$ cat src/rtl/muldiv_pkg.sv
// rtl/muldiv_pkg.sv - funct3 codes, FSM states and helpers shared by the M-op issue controller
package muldiv_pkg;

  localparam logic [2:0] MUL    = 3'b000;
  localparam logic [2:0] MULH   = 3'b001;
  localparam logic [2:0] MULHSU = 3'b010;
  localparam logic [2:0] MULHU  = 3'b011;
  localparam logic [2:0] DIV    = 3'b100;
  localparam logic [2:0] DIVU   = 3'b101;
  localparam logic [2:0] REM    = 3'b110;
  localparam logic [2:0] REMU   = 3'b111;

  typedef enum logic [1:0] {
    IDLE = 2'd0,
    WAIT = 2'd1,
    DONE = 2'd2
  } muldiv_state_e;

  function automatic logic is_div(input logic [2:0] op);
    return op[2];
  endfunction

  // REM/REMU share funct3[1]; signed divide ops have funct3[0] clear
  function automatic logic is_rem(input logic [2:0] op);
    return op[2] & op[1];
  endfunction

  function automatic logic is_signed_div(input logic [2:0] op);
    return op[2] & ~op[0];
  endfunction

endpackage

$ cat src/rtl/muldiv_special.sv
// rtl/muldiv_special.sv - detects divide-by-zero and signed overflow and supplies the architectural result
module muldiv_special
  import muldiv_pkg::*;
#(
  parameter int DATA_WIDTH = 32
) (
  input  logic [2:0]            op,
  input  logic [DATA_WIDTH-1:0] a,
  input  logic [DATA_WIDTH-1:0] b,
  output logic                  is_special,
  output logic [DATA_WIDTH-1:0] result
);

  localparam logic [DATA_WIDTH-1:0] MIN_NEG = {1'b1, {(DATA_WIDTH-1){1'b0}}};

  logic div_by_zero;
  logic overflow;

  always_comb begin
    div_by_zero = is_div(op) && (b == '0);
    overflow    = is_signed_div(op) && (a == MIN_NEG) && (b == '1);
    is_special  = div_by_zero || overflow;
    result      = '0;
    // b==0 and b==-1 are disjoint, so the order here is only for readability
    if (div_by_zero) begin
      result = is_rem(op) ? a : '1;
    end else if (overflow) begin
      result = is_rem(op) ? '0 : a;
    end
  end

endmodule

$ cat src/rtl/muldiv_issue_ctrl.sv
// rtl/muldiv_issue_ctrl.sv - execute-stage issue/stall/writeback control for the iterative mul/div unit
// Optional watchdog and mulTimeout port enabled by MULDIV_TIMEOUT_EN.
module muldiv_issue_ctrl
  import muldiv_pkg::*;
#(
  parameter int DATA_WIDTH     = 32,
  parameter int TIMEOUT_CYCLES = 64
) (
  input  logic                  clk,
  input  logic                  rst,
  input  logic                  isMulE,
  input  logic [3:0]            aluCtrlE,
  input  logic [DATA_WIDTH-1:0] srcAE,
  input  logic [DATA_WIDTH-1:0] srcBE,
  input  logic [4:0]            rdE,
  input  logic                  flushE,
  output logic                  mulReq,
  output logic [DATA_WIDTH-1:0] mulA,
  output logic [DATA_WIDTH-1:0] mulB,
  output logic [2:0]            mulOp,
  input  logic                  mulDone,
  input  logic [DATA_WIDTH-1:0] mulResult,
  output logic                  stallMul,
  output logic                  resValid,
  output logic [DATA_WIDTH-1:0] resData,
`ifdef MULDIV_TIMEOUT_EN
  output logic [4:0]            resRd,
  output logic                  mulTimeout
`else
  output logic [4:0]            resRd
`endif
);

  muldiv_state_e         state_q, state_d;
  logic [DATA_WIDTH-1:0] a_q, a_d;
  logic [DATA_WIDTH-1:0] b_q, b_d;
  logic [2:0]            op_q, op_d;
  logic [4:0]            rd_q, rd_d;
  logic [DATA_WIDTH-1:0] res_q, res_d;

  logic                  spec_hit;
  logic [DATA_WIDTH-1:0] spec_result;

`ifdef MULDIV_TIMEOUT_EN
  localparam int CNT_W = (TIMEOUT_CYCLES > 1) ? $clog2(TIMEOUT_CYCLES) : 1;
  logic [CNT_W-1:0] cnt_q, cnt_d;
  logic             timeout_q, timeout_d;
  logic             unused_inputs;
  assign unused_inputs = aluCtrlE[3];
`else
  logic unused_inputs;
  assign unused_inputs = aluCtrlE[3] ^ (TIMEOUT_CYCLES == 0);
`endif

  // Classified from the live execute operands so the result is ready at capture
  muldiv_special #(
    .DATA_WIDTH(DATA_WIDTH)
  ) u_special (
    .op        (aluCtrlE[2:0]),
    .a         (srcAE),
    .b         (srcBE),
    .is_special(spec_hit),
    .result    (spec_result)
  );

  always_comb begin
    state_d  = state_q;
    a_d      = a_q;
    b_d      = b_q;
    op_d     = op_q;
    rd_d     = rd_q;
    res_d    = res_q;
    mulReq   = 1'b0;
    stallMul = 1'b0;
    resValid = 1'b0;
`ifdef MULDIV_TIMEOUT_EN
    cnt_d     = cnt_q;
    timeout_d = timeout_q;
`endif
    case (state_q)
      IDLE: begin
        if (isMulE && !flushE) begin
          stallMul = 1'b1;
          a_d      = srcAE;
          b_d      = srcBE;
          op_d     = aluCtrlE[2:0];
          rd_d     = rdE;
`ifdef MULDIV_TIMEOUT_EN
          cnt_d    = '0;
`endif
          if (spec_hit) begin
            res_d   = spec_result;
            state_d = DONE;
          end else begin
            state_d = WAIT;
          end
        end
      end
      WAIT: begin
        mulReq   = 1'b1;
        stallMul = 1'b1;
        // A flush wins over a completion arriving in the same cycle
        if (flushE) begin
          state_d = IDLE;
        end else if (mulDone) begin
          res_d   = mulResult;
          state_d = DONE;
`ifdef MULDIV_TIMEOUT_EN
        end else if (cnt_q == CNT_W'(TIMEOUT_CYCLES - 1)) begin
          res_d     = '0;
          timeout_d = 1'b1;
          state_d   = DONE;
        end else begin
          cnt_d = cnt_q + 1'b1;
`endif
        end
      end
      DONE: begin
        // The stalled M-op is still visible in E here, so isMulE must not re-issue
        resValid = 1'b1;
        state_d  = IDLE;
      end
      default: state_d = IDLE;
    endcase
  end

  always_ff @(posedge clk) begin
    if (rst) begin
      state_q <= IDLE;
      a_q     <= '0;
      b_q     <= '0;
      op_q    <= '0;
      rd_q    <= '0;
      res_q   <= '0;
    end else begin
      state_q <= state_d;
      a_q     <= a_d;
      b_q     <= b_d;
      op_q    <= op_d;
      rd_q    <= rd_d;
      res_q   <= res_d;
    end
  end

`ifdef MULDIV_TIMEOUT_EN
  always_ff @(posedge clk) begin
    if (rst) begin
      cnt_q     <= '0;
      timeout_q <= 1'b0;
    end else begin
      cnt_q     <= cnt_d;
      timeout_q <= timeout_d;
    end
  end

  assign mulTimeout = timeout_q;
`endif

  assign mulA    = a_q;
  assign mulB    = b_q;
  assign mulOp   = op_q;
  assign resData = res_q;
  assign resRd   = rd_q;

endmodule

$ cat config.mk
export PLATFORM = sky130hd
export DESIGN_NAME = muldiv_issue_ctrl
export DESIGN_NICKNAME = d
export VERILOG_FILES = /design/src/rtl/muldiv_pkg.sv /design/src/rtl/muldiv_special.sv /design/src/rtl/muldiv_issue_ctrl.sv
export SDC_FILE = /design/constraint.sdc
export NUM_CORES = 1
export LEC_CHECK = 0
export BUFFER_PORTS_ARGS = -buffer_cell sky130_fd_sc_hd__buf_2
export CORE_MARGIN = 1.5
export CORE_UTILIZATION = 47
export CTS_CLUSTER_DIAMETER = 80
export DETAILED_ROUTE_END_ITERATION = 8
export MAX_ROUTING_LAYER = met4
export PLACE_DENSITY = 0.81
export RECOVER_POWER = 25
export SLEW_MARGIN = 20
export SYNTH_ARGS = -nofsm -noshare
export SYNTH_HDL_FRONTEND = slang
export SYNTH_SLANG_ARGS = --single-unit
$ cat constraint.sdc
create_clock -name clk -period 3.2 [get_ports clk]
set_clock_uncertainty 0.2 [all_clocks]
set_input_delay 0.16 -clock clk [delete_from_list [all_inputs] [get_ports clk]]
set_output_delay 0.16 -clock clk [all_outputs]
set_load 0.005 [all_outputs]
Yosys cells after proc, flatten, opt, wreduce, memory -nomap -nowiden
Index checks and enable logic that the tools add are counted. W data, S select, Z words.

Reduce and logical (&&, ||, !) cells: 12. Muxes and demuxes: 18. Divide/modulo/power cells: 0. Multiply operators: 0. Equal/unequal tests: 9. Shift-type cells: 0. Add/sub/neg operators: 0. Bitwise logic cells: 3. Magnitude comparators: 0.

Operators with widths (count): $mux W32 (8); $eq A32 B32 Y1 const B (2); $pmux W32 S2 (1); $logic_not A32 Y1 (1); $mux W2 (4); $ne A2 B2 Y1 const B (4); $reduce_and A5 Y1 (1); $logic_and A1 B1 Y1 (4); $pmux W2 S2 (1); $reduce_and A2 Y1 (2); $mux W1 (3); $ne A3 B3 Y1 const B (1); $and A1 B1 Y1 (2); $eq A2 B1 Y1 const B (1); $eq A2 B2 Y1 const B (1); $logic_not A2 Y1 (1); $pmux W1 S2 (1); $reduce_bool A2 Y1 (1); $logic_not A1 Y1 (1); $logic_or A1 B1 Y1 (1); $not A1 Y1 (1).

Memories: 0. Input bits: 110. ROM bits: 0. Output and inout bits: 107. Logic and storage cells: 48. Latch bits: 0. Flip-flop bits (word level): 106. Memory bits (writable): 0.

Logic depth before layout (Yosys ltp)
Gate-level depths: netlist of run 1.

Depth after elaboration: 9. Gate-level depth with buffers: 8. Gate-level depth less buffers: 6.

Hierarchy
A second synthesis of run 1 with hierarchy kept.

Cells, all modules: 589. Area, all modules: 4833.4 µm².

Modules (own cells, without submodules): muldiv_issue_ctrl (cells an instance 509, seq. area each 2122.0 µm², instances 1, area each 4281.6 µm²); muldiv_special (cells an instance 80, seq. area each 0.0 µm², instances 1, area each 551.8 µm²).

Worst setup path after synthesis of run 1
Ideal clock, no wire load.

Kind: input to register. Start: in srcAE[15]. End: reg res_q[13], in the netlist resData[13]. Stages on the path: 7. Required time: 2.912 ns. Data arrival time: 2.014 ns. Path buffers: 1. Setup time: 0.088 ns. Path slack: 0.898 ns. Path through: or4_1 -> nor4_2 -> nand4_2 -> o31ai_4 -> buf_6 -> o211ai_1 -> a311oi_2.

Longest elaborated chain between the ends: 8. Elaborated cells between the ends (all ways): 11. Classes of those cells: 2 x eq/ne; 5 x mux; 4 x reduce/logical.

RTL lines: start, declared (line muldiv_issue_ctrl.sv:13) `input logic [DATA_WIDTH-1:0] srcAE,`; $eq A32 B32 Y1 (*) (line muldiv_special.sv:21) `overflow = is_signed_div(op) && (a == MIN_NEG) && (b == '1);`; $logic_and A1 B1 Y1 (*) (2 in a row) (line muldiv_special.sv:21); $mux W32 (line muldiv_special.sv:27) `end else if (overflow) begin`; $mux W32 (line muldiv_special.sv:25) `if (div_by_zero) begin`; $mux W32 (line muldiv_issue_ctrl.sv:91) `if (spec_hit) begin`; $mux W32 (line muldiv_issue_ctrl.sv:82) `if (isMulE && !flushE) begin`; $pmux W32 S2 (line muldiv_issue_ctrl.sv:80) `case (state_q)`; end signal, assigned (line muldiv_issue_ctrl.sv:141) `res_q <= res_d;`; end, declared (line muldiv_issue_ctrl.sv:39) `logic [DATA_WIDTH-1:0] res_q, res_d;`.

Mark *: on every way between the ends. The rest lies on a longest branch, timed or not. The select of a mux whose other input is x is not followed. A chain may end at the register's enable or synchronous reset.

Worst setup path in the final report of run 1
Start: in srcAE[11]. End: reg state_q[1].

Longest elaborated chain between the ends: 7.

RTL lines: $eq A32 B32 Y1 (line muldiv_special.sv:21); $logic_and A1 B1 Y1 (2 in a row) (line muldiv_special.sv:21); $logic_or A1 B1 Y1 (line muldiv_special.sv:22) `is_special = div_by_zero || overflow;`; $mux W2 (line muldiv_issue_ctrl.sv:91); $mux W2 (line muldiv_issue_ctrl.sv:82); $pmux W2 S2 (line muldiv_issue_ctrl.sv:80); end signal, assigned (line muldiv_issue_ctrl.sv:136) `state_q <= state_d;`; end, declared (line muldiv_issue_ctrl.sv:34) `muldiv_state_e state_q, state_d;`.

No other way between the ends. The select of a mux whose other input is x is not followed.

==> results of run 1 <==
## power by group
| group | internal (mW) | switching, mW |
|---|---|---|
| combinational | 0.231 | 0.262 |
| clock | 0.563 | 0.457 |
| sequential | 1.38 | 0.0314 |
| total | 2.17 | 0.751 |
## how the worst min path moves through the flow
stage	end	slack, ns	cells after the start
floorplan	state_q[1]$_SDFFE_PP0P_	0.05	1
finish	resData[27]$_SDFFE_PP0P_	0.02	3
global route	resData[17]$_SDFFE_PP0P_	0.02	3
detailed placement	state_q[1]$_SDFFE_PP0P_	0.19	2
global placement	state_q[1]$_SDFFE_PP0P_	0.18	2
CTS	resData[17]$_SDFFE_PP0P_	0.005	3
## worst max-delay path: cells and delay by family
kind	cells	cell delay (ns)
buffers and inverters	4	1.44
AOI/OAI and AO/OA	2	0.60
and+or+nand+nor	4	0.99
## timing repair
item | 4_1_cts | 5_1_grt
hold endpoints to repair | 105 | 0
setup endpoints to repair | 0 | 2
hold buffers | 107 | 0
resized for setup | 0 | 6
setup buffers | 0 | 4
## flip-flops by register name, indices dropped and copies added, names as in the netlist
signal,flops
mulB,32
state_q,2
resData,32
mulOp,3
mulA,32
resRd,5
## cells by family (layout without fill, tap and decap cells)
kind of cell | after synthesis | in the layout | share of synthesized area [%]
compound gates | 174 | 174 | 27.8
buf+inv | 57 | 357 | 5.63
flops | 106 | 106 | 45.7
simple gates | 225 | 225 | 20.9
## per-layer routing
layer  vias up  track usage [%]  part of all wire, %
li1       2604                -                    -
met4         0             17.1                  3.8
met3        74             6.77                  8.3
met2       376             57.2                   50
met5         -                -                    0
met1      2629             40.6                   38
## cells in the final DEF, fill, tap and decap left out, types with 2 or more instances in the layout
| master | n |
|---|---|
| bufinv_16 | 3 |
| o211ai_1 | 32 |
| or3_1 | 2 |
| dfxtp_1 | 106 |
| clkbuf_8 | 11 |
| nand2_1 | 181 |
| buf_12 | 2 |
| a21oi_1 | 73 |
| or4_1 | 4 |
| nor2_1 | 2 |
| a211oi_1 | 32 |
| inv_1 | 2 |
| nor3_1 | 2 |
| nand3_1 | 3 |
| clkbuf_1 | 31 |
| a311oi_2 | 18 |
| nand4b_1 | 2 |
| buf_2 | 183 |
| buf_4 | 13 |
| a311oi_1 | 14 |
| dlygate4sd3_1 | 107 |
| nor4_1 | 10 |
| nand4_1 | 7 |
## layout make-up
type	instances	area [um2]	area share, %
timing repair buffer	338	2270	31.9
clock buffer	12	155	2.19
tap	133	166	2.34
inverter	3	11.3	0.159
sequential	106	2120	29.9
clock inverter	4	97.6	1.37
multi-input combinational	399	2280	32.1
## metrics by stage
stage | cell area [um2] | std cells | setup WS, ns | hold slack [ns] | TNS, ns
CTS | 7090 | 991 | 0.0173 | 0.00477 | 0
finish | 7100 | 995 | 0.130 | 0.0236 | 0
global placement | 5760 | 868 | 0.493 | 0.183 | 0
detailed placement | 5760 | 868 | 0.430 | 0.191 | 0
global route | 7100 | 995 | -0.0282 | 0.0190 | -0.0474
floorplan | 4640 | 562 | 0.898 | 0.0497 | 0
==> metrics, run 1 <==
First DRT Iteration DRCs 355; placeable core region 9680 um2; first-pass GRT wire length 27400 um; number of synthesized flops with an enable pin 0; largest net degree at the start of global routing 68; CP peak stage delay 0.60 ns; max_cap viols 0; Vias 5683; Area Overhead vs Synth 52.9%; Unique masters post-synth 34; Final min period 3.07 ns; Worst Path Class, Setup input pin to register; Most common cell on crit path dlygate4sd3_1; CTS Buffer Depth 2; Clk Latency, worst-skew pair 0.38 ns; CTS H-tree lvls 3; RePlAce Congestion 0.848; Worst Path Arrival 3.20 ns; worst min path class input pin to register; vias in the first global route 5490; Worst setup SP type input pin; setup violators final 0; Tot GR Track Use 34.8%; total chip power 2.92 mW; Min-Delay Startpoint srcAE[27]; RR Endpoint resData[5]$_SDFFE_PP0P_; Vias/cell 5.71; Post-Syn Area 4640 um2; clock sinks 106; DR pass1 iterations 5; syn_nets 672; RSZ-0062 raised after global routing yes; most common cell in the netlist nand2_1; Yosys warning count 0; FF-to-FF Start state_q[0]$_SDFFE_PP0P_; Main synth FF type dfxtp_1; share of layout cells above drive strength 1 28.2%; cell taking the most area after synthesis dfxtp_1; starting density of the core 47.9%; status finished clean; fillers 708; CP max FO 6; Worst IR Drop VDD 313 uV; final wirelength 17900 um; post-DR wirelength/cell 18.0 um; cells after synthesis 562; Final Cycle Share 95.9%; share of synthesized registers carrying an async set or reset 0%; Slew @ Worst Pin 0.782 ns; Critical Path Sink state_q[1]$_SDFFE_PP0P_; fin nets 967; Clock Root Buffer clkbuf_8; synth top area cells dfxtp_1 (46%), nand2_1 (15%), a21oi_1 (7.9%); # diodes 0; Final Hold Violating Endpoints 0; FF-to-FF path depth 7; detailed-placement wirelength estimate 10800 um; io pins 217; CP cell instances dlygate4sd3_1 -> buf_2 -> nor4_1 -> nand2_1 -> or4_4 -> o21ai_2 -> buf_6 -> nand3_1 -> a2111oi_2 -> dlygate4sd3_1; total congestion overflow 0; Worst Setup SP srcAE[11]; final core utilization 73.3%; CP required 3.33 ns; Die Ht 102 um; # DRC 0; Mean Syn Cell Area 8.26 um2; Row Count 36; CTS buffer count 9; P per Cell Area 411 nW/um2; full die area 10500 um2; Pleak 2.82 nW; Port Buffers 215; post-synthesis sequential area ratio 45.7%; r2r setup slk 0.53 ns; worst rel slew slack 47.8%; synth cell count leaders nand2_1 (181), dfxtp_1 (106), a21oi_1 (73), clkbuf_1 (36); final antenna-violating net count 0; Max Clk Rate 326 MHz; count of final max-slew check failures 0; Synth top area share 45.7%; synthesized flop and latch total 106; overall die width 102 um; crit end category register; Max stage delay cell, worst path dlygate4sd3_1; initial antenna violation count 0; clock slew at reported path FFs 0.10 ns; CTS tree done
Power figures use the tool's default switching activity.
==> run 2, diff against run 1 <==
Settings changed: CORE_UTILIZATION 47 to 50, PLACE_DENSITY 0.81 to 0.85.
Clock period 3.2 ns to 3.6 ns, I/O delays scaled along.
==> metrics, run 2 (synthesis results as in run 1) <==
final core utilization 78.3% (was 73.3%); Row Count 34 (was 36); CP max FO 5 (was 6); setup violators final 0 (unchanged); final wirelength 18200 um (was 17900 um); vias in the first global route 5656 (was 5490); Worst setup SP type input pin (unchanged); Vias 5847 (was 5683); detailed-placement wirelength estimate 10500 um (was 10800 um); Area Overhead vs Synth 49.2% (was 52.9%); FF-to-FF Start state_q[0]$_SDFFE_PP0P_ (unchanged); commonest non-fill, non-tap cell in the layout buf_2 (unchanged); io pins 217 (unchanged); P per Cell Area 349 nW/um2 (was 411 nW/um2); final antenna-violating net count 0 (unchanged); clock sinks 106 (unchanged); Die Ht 99.4 um (was 102 um); Port Buffers 215 (unchanged); WP buf/inv 3 (was 4); Tot GR Track Use 36.9% (was 34.8%); Setup WS post-layout 0.225 ns (was 0.130 ns); CTS buffer count 9 (unchanged); Final Non-Filler Cells 967 (was 995); Max Clk Rate 296 MHz; Slew @ Worst Pin 0.875 ns (was 0.782 ns); area taken by multi-input logic gates 2270 um2 (was 2280 um2); Final Hold Violating Endpoints 0 (unchanged); CP cell instances dlygate4sd3_1 -> buf_2 -> nor4_1 -> nand3_1 -> or4_1 -> o21ai_2 -> nand3_1 -> a2111oi_0 -> dlygate4sd3_1 (was dlygate4sd3_1 -> buf_2 -> nor4_1 -> nand2_1 -> or4_4 -> o21ai_2 -> buf_6 -> nand3_1 -> a2111oi_2 -> dlygate4sd3_1); RR Endpoint resData[24]$_SDFFE_PP0P_ (was resData[5]$_SDFFE_PP0P_); CP peak stage delay 0.61 ns (was 0.60 ns); Worst Setup SP srcAE[2] (was srcAE[11]); Clock Root Buffer clkbuf_8 (unchanged); cell count after placement 843 (was 868); commonest cells after routing, fill and taps aside buf_2 (184), nand2_1 (181), dlygate4sd3_1 (106), dfxtp_1 (106), a21oi_1 (73) (was buf_2 (183), nand2_1 (181), dlygate4sd3_1 (107)); count of final max-slew check failures 0 (unchanged); RePlAce Congestion 0.893 (was 0.848); r2r setup slk 1.23 ns (was 0.53 ns); Pleak 2.75 nW (was 2.82 nW); CTS H-tree lvls 3 (unchanged); Worst Path Class, Setup input pin to register (unchanged); cell family with most CP delay buffers and inverters (unchanged); total chip power 2.42 mW (was 2.92 mW); storage element area 2120 um2 (unchanged); Final min period 3.37 ns; fin nets 962 (was 967); worst rel slew slack 41.7% (was 47.8%); status finished clean (unchanged); initial antenna violation count 1 (was 0); RSZ-0062 raised after global routing no (was yes); starting density of the core 52.5% (was 47.9%); Worst IR Drop VDD 202 uV (was 313 uV); Vias/cell 6.05 (was 5.71); Clk Latency, worst-skew pair 0.36 ns (was 0.38 ns); Critical Path Stages 9 (was 10); FF-to-FF path depth 6 (was 7); post-DR wirelength/cell 18.8 um (was 18.0 um); total congestion overflow 0 (unchanged); placeable core region 8850 um2 (was 9680 um2); clock slew at reported path FFs 0.10 ns (about the same); largest net degree at the start of global routing 107 (was 68); crit end category register (unchanged); Worst Path Arrival 3.48 ns (was 3.20 ns); overall die width 99.4 um (was 102 um); setup_tns 0 ns (unchanged); First DRT Iteration DRCs 514 (was 355); CTS tree done (unchanged); CP required 3.70 ns (was 3.33 ns); worst min path class input pin to register (unchanged); # DRC 0 (unchanged); max_cap viols 0 (unchanged); DR pass1 iterations 7 (was 5); CTS Buffer Depth 2 (unchanged); Max stage delay cell, worst path or4_1 (was dlygate4sd3_1); pre-CTS setup slack 0.744 ns (was 0.430 ns); fillers 581 (was 708); full die area 9870 um2 (was 10500 um2); Final Cycle Share 93.7%; Critical Path Sink state_q[1]$_SDFFE_PP0P_ (unchanged); share of layout cells above drive strength 1 27.5% (was 28.2%); first-pass GRT wire length 28200 um (was 27400 um)
-- run 2: stage by stage --
step	hold WS (ns)	cell area, um2
after floorplan	0.0697	4640
after detailed placement	0.197	5710
after global routing	0.170	6930
after global placement	0.182	5700
after CTS	0.138	6950
final	0.154	6930
-- run 2: cell type report --
class	instances	area share [%]
diodes	2	0.0723
multi-input cells	399	32.8
clock inverters	4	0.759
clock buffers	12	1.95
repair buffers	333	31.7
inverters	3	0.163
well taps	108	1.95
flip-flops and latches	106	30.6
-- run 2: how the worst min path moves through the flow --
stage / start / to / slack, ns / depth (start not counted)
2_1_floorplan: flushE / state_q[1]$_SDFFE_PP0P_ / 0.07 / 1
3_3_place_gp: flushE / state_q[1]$_SDFFE_PP0P_ / 0.18 / 2
3_5_place_dp: flushE / state_q[1]$_SDFFE_PP0P_ / 0.20 / 2
4_1_cts: mulDone / state_q[0]$_SDFFE_PP0P_ / 0.14 / 4
5_1_grt: mulDone / state_q[0]$_SDFFE_PP0P_ / 0.17 / 4
6_report: mulDone / state_q[0]$_SDFFE_PP0P_ / 0.15 / 4
-- run 2: timing repair --
action | 4_1_cts | 5_1_grt
buffers inserted | 0 | 0
hold buffers | 106 | 0
resized for setup | 0 | 0
hold endpoints to repair | 105 | 0
-- run 2: worst register-to-register path, delay by kind of cell, from the launching register on --
family / cells / cell delay (ns)
DFF: 1 / 0.45
buffers and inverters: 2 / 0.47
and+or+nand+nor: 2 / 0.75
AOI/OAI and AO/OA: 2 / 0.36
-- run 2: where the power goes --
part           switching [mW]  total (mW)  internal, mW
clock                   0.405       0.728         0.323
combinational           0.234       0.437         0.203
sequential             0.0287        1.25          1.22
total                   0.668        2.42          1.75
-- run 2: metal layers --
metal | global-route usage, % | part of all wire [%] | routed length [um] | vias to the layer above
li1 | - | - | - | 2602
met1 | 42.3 | 36 | 6510 | 2643
met2 | 58.6 | 47 | 8650 | 466
met3 | 7.31 | 9.4 | 1720 | 136
met4 | 24.6 | 7.4 | 1350 | 0
met5 | - | 0 | 0 | -
